$ cat src/rtl/alu_bist.sv
// rtl/alu_bist.sv - self-test engine for the 8-bit alu: LFSR vectors, golden model, fail capture.
// ALU_BIST_FLAGS_CHECK_EN: also compare sign (all ops) and ov/cout (ops 000/001).
module alu_bist #(
    parameter int          VECTORS = 16,
    parameter logic [7:0]  SEED    = 8'hA5,
    parameter int          SETTLE  = 1
) (
    input  logic       clk,
    input  logic       rst,
    input  logic       start,
    output logic [7:0] a,
    output logic [7:0] b,
    output logic [2:0] op,
    input  logic [7:0] z,
    input  logic       ov,
    input  logic       sign,
    input  logic       cout,
    output logic       busy,
    output logic       done,
    output logic       pass,
    output logic [7:0] fail_count,
    output logic [2:0] first_fail_op,
    output logic [7:0] first_fail_a,
    output logic [7:0] first_fail_b
);
    typedef enum logic [2:0] {S_IDLE, S_DRIVE, S_SETTLE, S_CHECK, S_DONE} state_t;

    localparam logic [7:0] VEC_LAST  = 8'(VECTORS - 1);
    localparam logic [3:0] SETTLE_LD = 4'((SETTLE > 0) ? SETTLE - 1 : 0);

    state_t      state_q, state_d;
    logic [15:0] lfsr_q, lfsr_d, lfsr_next;
    logic [2:0]  op_idx_q, op_idx_d;
    logic [7:0]  vec_q, vec_d;
    logic [3:0]  settle_q, settle_d;
    logic [7:0]  a_q, a_d, b_q, b_d;
    logic [2:0]  op_q, op_d;
    logic        busy_q, busy_d, done_q, done_d, pass_q, pass_d;
    logic [7:0]  fail_count_q, fail_count_d;
    logic [2:0]  ff_op_q, ff_op_d;
    logic [7:0]  ff_a_q, ff_a_d, ff_b_q, ff_b_d;

    logic [8:0]  sum;
    logic [7:0]  exp_z;
    logic        exp_ov, exp_cout, mismatch;

    always_comb begin
        sum      = {1'b0, a_q} + {1'b0, b_q};
        exp_z    = 8'h00;
        exp_ov   = 1'b0;
        exp_cout = 1'b0;
        case (op_q)
            3'b000: begin
                exp_z    = sum[7:0];
                exp_cout = sum[8];
                exp_ov   = (a_q[7] == b_q[7]) && (sum[7] != a_q[7]);
            end
            3'b001: begin
                exp_z    = a_q + 8'd1;
                exp_cout = (a_q == 8'hFF);
                exp_ov   = (a_q == 8'h7F);
            end
            3'b010:  exp_z = a_q & b_q;
            3'b011:  exp_z = a_q | b_q;
            3'b100:  exp_z = a_q ^ b_q;
            3'b101:  exp_z = ~a_q;
            3'b110:  exp_z = {1'b0, a_q[7:1]};
            default: exp_z = {a_q[6:0], 1'b0};
        endcase
    end

`ifdef ALU_BIST_FLAGS_CHECK_EN
    assign mismatch = (z != exp_z) || (sign != exp_z[7]) ||
                      ((op_q[2:1] == 2'b00) && ((ov != exp_ov) || (cout != exp_cout)));
`else
    logic unused_flags;
    assign unused_flags = ^{ov, sign, cout, exp_ov, exp_cout};
    assign mismatch     = (z != exp_z);
`endif

    // Fibonacci taps 16,14,13,11
    assign lfsr_next = {lfsr_q[14:0], lfsr_q[15] ^ lfsr_q[13] ^ lfsr_q[12] ^ lfsr_q[10]};

    always_comb begin
        state_d      = state_q;
        lfsr_d       = lfsr_q;
        op_idx_d     = op_idx_q;
        vec_d        = vec_q;
        settle_d     = settle_q;
        a_d          = a_q;
        b_d          = b_q;
        op_d         = op_q;
        busy_d       = busy_q;
        done_d       = done_q;
        pass_d       = pass_q;
        fail_count_d = fail_count_q;
        ff_op_d      = ff_op_q;
        ff_a_d       = ff_a_q;
        ff_b_d       = ff_b_q;
        case (state_q)
            S_IDLE, S_DONE: begin
                if (start) begin
                    fail_count_d = 8'h00;
                    ff_op_d      = 3'b000;
                    ff_a_d       = 8'h00;
                    ff_b_d       = 8'h00;
                    lfsr_d       = {SEED, ~SEED};
                    op_idx_d     = 3'b000;
                    vec_d        = 8'h00;
                    busy_d       = 1'b1;
                    done_d       = 1'b0;
                    pass_d       = 1'b0;
                    state_d      = S_DRIVE;
                end
            end
            S_DRIVE: begin
                a_d  = lfsr_q[15:8];
                b_d  = lfsr_q[7:0];
                op_d = op_idx_q;
                if (SETTLE == 0) begin
                    state_d = S_CHECK;
                end else begin
                    settle_d = SETTLE_LD;
                    state_d  = S_SETTLE;
                end
            end
            S_SETTLE: begin
                if (settle_q == 4'd0) state_d = S_CHECK;
                else                  settle_d = settle_q - 4'd1;
            end
            S_CHECK: begin
                if (mismatch) begin
                    if (fail_count_q == 8'h00) begin
                        ff_op_d = op_q;
                        ff_a_d  = a_q;
                        ff_b_d  = b_q;
                    end
                    if (fail_count_q != 8'hFF) fail_count_d = fail_count_q + 8'd1;
                end
                lfsr_d = lfsr_next;
                if ((op_idx_q == 3'b111) && (vec_q == VEC_LAST)) begin
                    busy_d  = 1'b0;
                    done_d  = 1'b1;
                    pass_d  = (fail_count_d == 8'h00);
                    state_d = S_DONE;
                end else begin
                    if (vec_q == VEC_LAST) begin
                        vec_d    = 8'h00;
                        op_idx_d = op_idx_q + 3'd1;
                    end else begin
                        vec_d = vec_q + 8'd1;
                    end
                    state_d = S_DRIVE;
                end
            end
            default: state_d = S_IDLE;
        endcase
    end

    always_ff @(posedge clk) begin
        if (rst) begin
            state_q      <= S_IDLE;
            lfsr_q       <= 16'h0000;
            op_idx_q     <= 3'b000;
            vec_q        <= 8'h00;
            settle_q     <= 4'd0;
            a_q          <= 8'h00;
            b_q          <= 8'h00;
            op_q         <= 3'b000;
            busy_q       <= 1'b0;
            done_q       <= 1'b0;
            pass_q       <= 1'b0;
            fail_count_q <= 8'h00;
            ff_op_q      <= 3'b000;
            ff_a_q       <= 8'h00;
            ff_b_q       <= 8'h00;
        end else begin
            state_q      <= state_d;
            lfsr_q       <= lfsr_d;
            op_idx_q     <= op_idx_d;
            vec_q        <= vec_d;
            settle_q     <= settle_d;
            a_q          <= a_d;
            b_q          <= b_d;
            op_q         <= op_d;
            busy_q       <= busy_d;
            done_q       <= done_d;
            pass_q       <= pass_d;
            fail_count_q <= fail_count_d;
            ff_op_q      <= ff_op_d;
            ff_a_q       <= ff_a_d;
            ff_b_q       <= ff_b_d;
        end
    end

    assign a             = a_q;
    assign b             = b_q;
    assign op            = op_q;
    assign busy          = busy_q;
    assign done          = done_q;
    assign pass          = pass_q;
    assign fail_count    = fail_count_q;
    assign first_fail_op = ff_op_q;
    assign first_fail_a  = ff_a_q;
    assign first_fail_b  = ff_b_q;
endmodule

$ cat config.mk
export PLATFORM = sky130hd
export DESIGN_NAME = alu_bist
export DESIGN_NICKNAME = d
export VERILOG_FILES = /design/src/rtl/alu_bist.sv
export SDC_FILE = /design/constraint.sdc
export NUM_CORES = 1
export LEC_CHECK = 0
export ABC_AREA = 1
export CAP_MARGIN = 20
export CORE_AREA = 10 10 154 128
export CTS_CLUSTER_SIZE = 28
export DETAILED_ROUTE_END_ITERATION = 12
export DIE_AREA = 0 0 164 138
export PLACE_DENSITY_LB_ADDON = 0.3
export SLEW_MARGIN = 0
export SYNTH_ARGS = -nofsm -noshare
export SYNTH_HDL_FRONTEND = slang
export SYNTH_SLANG_ARGS = --single-unit
$ cat constraint.sdc
create_clock -name clk -period 6 [get_ports clk]
set_clock_uncertainty 0.1 [all_clocks]
set_input_delay 1.2 -clock clk [delete_from_list [all_inputs] [get_ports clk]]
set_output_delay 1.2 -clock clk [all_outputs]
set_load 0.01 [all_outputs]
==> run metrics, run 1 <==
nature of the critical path startpoint register; DRC violation count after routing 0; data required time of the worst path 6.17 ns; setup repair after global routing missed its margin false; post-synthesis instance area 0.004901 mm2; critical path's most frequent cell nand2_1; Final Critical Period 4.407 ns; area of the die 0.02263 mm2; EDFF count, synth 0; Routed WL 13,700 um; Final TNS setup 0 ns; Max Cap Viol 0; Die Wd 164 um; post-route clock period utilization 73.44%; Layout fillers 1,823; Clock Sinks 83; Pwr Density 348.8 mW/mm2; area of the multi-input gates 0.002728 mm2; area of the core region 0.01679 mm2; count of port buffers added during placement 59; top fanout value on the critical path 21; Seq/Total Area, Yosys 33.90%; synth-to-layout area growth 21.62%; synth unique cells 41; number of global-route vias before repair 4,262; Antenna diodes 0; first-pass GRT wire length 22,280 um; io pins 63; initial core utilization 29.20%; number of buffers added by the clock tree synthesis step 9; async set-or-reset flop fraction in the synthesized netlist 0%; CTS H-Tree Depth 3; gpl congestion 0.8531; Syn Inst Count 711; Slew Limit Fails 0; buffers and inverters on the worst path 3; post-detailed-route wirelength per cell 13.88 um; # setup viols final 0; count of placed standard cells in the final layout, fillers left out 987; type of the tightest min-delay check register to register; delay of the slowest cell on the worst path 0.86 ns; CTS clk-pin slew, worst paths 0.06 ns; Seq cells post-synth 83; synthesized net count 756; type of the setup path with the least slack register to register; CP Depth 21; die height 138 um; pin count of the biggest net entering global routing 49; Via Count 4,648; Max Fclk 0.2269 GHz; run status complete, no violations; detailed placer's ending HPWL 9834 um; Slew @ Worst Pin 0.9126 ns; total leakage power 2.500 nW; slowest cell on the critical path dfxtp_1; family with the most delay on the worst path simple AND/OR/NAND/NOR gates; Total Nets Final 803; post-CTS setup buffer count 0; source-to-sink clock delay at the later pin of the worst-skew pair 0.34 ns; number of instances on the worst hold path 2; ANT nets after route 0; initial antenna violation count 0; depth of the worst register-to-register path 21; cell count after placement 972; Pre-Repair DR Iteration Count 5; root buffer cell clkbuf_16; slew margin rel. 39.09%; count of hold-fix buffers inserted at cts 0; prevailing post-synth register cell dfxtp_1; fraction of final layout cells sized beyond drive strength 1 8.005%; signal arrival time at the worst endpoint 4.58 ns; Global Route Usage Sum 12.05%; CTS tree yes; Gates resized, CTS repair 0; Starting DRT DRC Count 258; Clock Path Buffers 2; mean post-synth cell area 6.893 um2; final-report hold violation count 0; type of destination of the critical path register; Register Area 0.001662 mm2; peak supply drop 0.1463 mV; Core Rows 43; via density per instance 4.709; Yosys Warn Count 0; remaining global-route overflow 0; crit path cell chain inv_2 > nand3_4 > nand2_1 > fa_1 > inv_1 > nand2_1 > nand2_1 > nand3_1 > nand2_1 > nand2_1 > nand3_1 > nand2_1 > nand3b_1 > nand2_1 > nor2_4 > nand3_4 > nand2_1 > inv_2 > nor2_8 > nand2_1 > a21oi_1
## cells in the mapped netlist (11+ instances only)
library cell  number  area, um2
nand2_2           12      75.07
clkbuf_1          15      56.30
nor3_1            14      70.07
a21oi_2           11      96.34
nand3_1           43      215.2
nand4_1           26      162.7
o21ai_0           31      155.2
nor2_1            38      142.6
a21oi_1           68      340.3
inv_1             98      367.9
nand2_1          179      671.9
dfxtp_1           83       1662
ha_1              30      375.4
## logic make-up after synthesis
group | synth area share, %
AOI/OAI and AO/OA | 15.47
xor gates and xnor gates | 1.787
adders and majority gates | 8.067
buffers and inverters | 10.44
DFF | 33.90
and+or+nand+nor | 30.33
## per-stage QoR
step | total power [mW] | util (%) | hold WS [ns] | worst slack (ns) | area [um2]
final | 2.079 | 35.51 | 0.3596 | 1.593 | 5961
after global routing | 2.245 | 35.51 | 0.3745 | 1.147 | 5961
after CTS | 2.108 | 35.51 | 0.3610 | 1.615 | 5961
after detailed placement | 1.531 | 33.75 | 0.3520 | 1.645 | 5665
after global placement | 1.523 | 33.75 | 0.3485 | 1.695 | 5665
after floorplan | 1.271 | - | 0.3409 | 2.895 | 4901
## cell type report
cell class,count,share of cell area (%)
multi-input cells,498,45.76
inverters,105,6.612
clock buffers,13,4.366
well taps,225,4.723
repair buffers,61,10.08
flip-flops and latches,83,27.88
clock inverters,2,0.5877
## final timing paths
kind                     end            start  slack [ns]
min reg2reg  first_fail_b[5]  first_fail_b[5]        0.36
max          first_fail_a[0]            op[2]        1.59
max reg2reg  first_fail_a[0]            op[2]        1.59
min          first_fail_b[5]  first_fail_b[5]        0.36
## layout by cell type (no fill, tap or decap), types with 11 or more instances in the layout
master / instances
dfxtp_1: 83
nor3_1: 14
nand2_2: 12
o21ai_0: 31
ha_1: 30
nand3_1: 43
nor2_1: 38
a21oi_2: 11
clkdlybuf4s50_1: 58
nand4_1: 26
inv_1: 98
nand2_1: 179
a21oi_1: 68
## routing by layer
layer	wire (um)	GRT usage (%)
met1	6907	16.70
met2	5914	17.84
met3	720	3.205
met4	152	3.382
met5	0	0
## power breakdown
group | internal, mW | switching (mW) | total, mW | leakage (nW)
sequential | 0.624 | 0.124 | 0.748 | 0.675
combinational | 0.277 | 0.491 | 0.768 | 1.68
clock | 0.343 | 0.220 | 0.563 | 0.146
total | 1.24 | 0.836 | 2.08 | 2.50
## flip-flops by register name, summed over array words and instances, names as in the netlist
name	cells
a	8
b	8
busy	1
done	1
fail_count	8
first_fail_a	8
first_fail_b	8
first_fail_op	3
lfsr_q	16
op	3
op_idx_q	3
pass	1
settle_q	4
state_q	3
vec_q	8
## worst reg2reg max path, stage by stage (launching register included)
cell,delay [ns]
dfxtp_1,0.86
inv_2,0.28
nand3_4,0.25
nand2_1,0.13
fa_1,0.45
inv_1,0.07
nand2_1,0.04
nand2_1,0.10
nand3_1,0.11
nand2_1,0.08
nand2_1,0.05
nand3_1,0.08
nand2_1,0.07
nand3b_1,0.08
nand2_1,0.09
nor2_4,0.27
nand3_4,0.19
nand2_1,0.12
inv_2,0.21
nor2_8,0.44
nand2_1,0.12
a21oi_1,0.13
Note: power is estimated with default switching activity, not from simulation.
==> run 2: changes to the inputs <==
==> constraint.sdc (replaced) <==
create_clock -name clk -period 4 [get_ports clk]
set_clock_uncertainty 0.1 [all_clocks]
set_input_delay 0.8 -clock clk [delete_from_list [all_inputs] [get_ports clk]]
set_output_delay 0.8 -clock clk [all_outputs]
set_load 0.01 [all_outputs]
==> run metrics, run 2 (same netlist as run 1, synthesis figures left out) <==
run status complete, no violations; count of port buffers added during placement 59; peak supply drop 0.1969 mV; register-to-register setup slack 0.39 ns; buffers and inverters on the worst path 5; number of instances on the worst hold path 2; total leakage power 2.547 nW; Max Cap Viol 0; gpl congestion 0.8464; first-pass GRT wire length 22,660 um; critical path's most frequent cell nand2_1; top fanout value on the critical path 20; initial core utilization 29.20%; fraction of final layout cells sized beyond drive strength 1 9.185%; number of buffers added by the clock tree synthesis step 9; data required time of the worst path 4.18 ns; Die Wd 164 um; root buffer cell clkbuf_16; most common cell after layout, fill and taps aside nand2_1; crit path cell chain inv_2 > nand3_4 > nand2_1 > ha_1 > inv_1 > fa_1 > inv_1 > nand2_1 > nand2_1 > nand3_1 > nand3_1 > nand3_1 > nand2_1 > nand2_1 > nand2_1 > nand2_1 > nor2_4 > nand3_4 > nand2_1 > inv_4 > nor2_8 > buf_12 > nand2_1 > a21oi_1; post-route clock period utilization 90.37%; type of destination of the critical path register; Worst Hold Path EP first_fail_b[2]; post-detailed-route wirelength per cell 14.03 um; signal arrival time at the worst endpoint 3.79 ns; area of the die 0.02263 mm2; ANT nets after route 0; slowest cell on the critical path fa_1; initial antenna violation count 0; Slew Limit Fails 0; io pins 63; slew margin rel. 34.22%; pin count of the biggest net entering global routing 48; Core Rows 43; nature of the critical path startpoint register; DRC violation count after routing 0; remaining global-route overflow 0; type of the setup path with the least slack register to register; delay of the slowest cell on the worst path 0.40 ns; final-report hold violation count 0; PnR worst setup slack 0.3852 ns; Final TNS setup 0 ns; setup repair after global routing missed its margin false; flip-flop count of the largest register after layout 16; commonest cells after routing, fill and taps aside nand2_1 (179), inv_1 (98), dfxtp_1 (83); CTS clk-pin slew, worst paths 0.06 ns; number of global-route vias before repair 4,317; Antenna diodes 0; type of the tightest min-delay check register to register; CP Depth 24; end-of-flow core utilization 35.97%; Max Fclk 0.2766 GHz; via density per instance 4.599; Clock Sinks 83; area of the core region 0.01679 mm2; DP Worst Slack 0.1800 ns; Global Route Usage Sum 12.34%; Power Total 3.118 mW; family with the most delay on the worst path simple AND/OR/NAND/NOR gates; source of the worst hold timing path first_fail_b[2]; Clock Path Buffers 2; register bank with the most flops lfsr_q; die height 138 um; design area 0.006038 mm2; Via Count 4,590; Total Nets Final 814; Routed WL 14,000 um; Pre-Repair DR Iteration Count 4; source-to-sink clock delay at the later pin of the worst-skew pair 0.35 ns; CTS H-Tree Depth 3; endpoint of the most critical register-to-register path first_fail_b[6]; Starting DRT DRC Count 304; R2R Path Start op[2]; Slew @ Worst Pin 0.9857 ns; post-detailed-placement cell area 0.005718 mm2; CTS tree yes; detailed placer's ending HPWL 9974 um; # setup viols final 0; synth-to-layout area growth 23.21%; depth of the worst register-to-register path 24; Final Critical Period 3.615 ns; Pwr Density 516.4 mW/mm2
[run 2: routing by layer]
metal | vias to the layer above | GRT usage, % | routed length (um) | share of wire [%]
met3 | 9 | 3.591 | 809 | 5.8
li1 | 2425 | - | - | -
met4 | 0 | 3.617 | 119 | 0.85
met2 | 74 | 18.26 | 5968 | 43
met5 | - | 0 | 0 | 0
met1 | 2082 | 16.87 | 7102 | 51
[run 2: cell type report]
class,instances,area [um2]
fillers,1820,10750
flip-flops and latches,83,1662
repair buffers,72,708.2
well taps,225,281.5
clock inverters,2,12.51
multi-input cells,498,2728
inverters,105,396.6
clock buffers,13,250.2
[run 2: power by group]
part	total [mW]	internal (mW)	switching [mW]
clock	0.780	0.434	0.346
sequential	1.08	0.936	0.144
combinational	1.26	0.470	0.788
total	3.12	1.84	1.28
[run 2: how the worst max path moves through the flow]
stage / startpoint / endpoint / slack [ns]
finish: op[2] / first_fail_b[6] / 0.39
global route: op[2] / first_fail_op[0] / 0.04
CTS: op[2] / first_fail_b[4] / 0.14
detailed placement: op[2] / first_fail_b[4] / 0.18
global placement: op[2] / first_fail_a[0] / 0.21
floorplan: op[0] / first_fail_a[2] / 0.89
[run 2: metrics by stage]
| stage | instances | hold slack [ns] |
|---|---|---|
| finish | 998 | 0.3589 |
| global route | 998 | 0.3741 |
| CTS | 994 | 0.3639 |
| detailed placement | 979 | 0.3544 |
| global placement | 979 | 0.3488 |
| floorplan | 711 | 0.3409 |
[run 2: worst register-to-register path, cell delays in order, from the launching register on]
cell	delay, ns
dfxtp_1	0.32
inv_2	0.20
nand3_4	0.21
nand2_1	0.11
ha_1	0.16
inv_1	0.05
fa_1	0.40
inv_1	0.07
nand2_1	0.05
nand2_1	0.10
nand3_1	0.11
nand3_1	0.09
nand3_1	0.09
nand2_1	0.09
nand2_1	0.05
nand2_1	0.05
nand2_1	0.08
nor2_4	0.25
nand3_4	0.18
nand2_1	0.15
inv_4	0.13
nor2_8	0.18
buf_12	0.16
nand2_1	0.07
a21oi_1	0.11
[run 2: timing repair]
item,in CTS,in global routing
setup endpoints to repair,0,19
buffers inserted,0,4
hold buffers,0,0
gates resized for setup,0,2
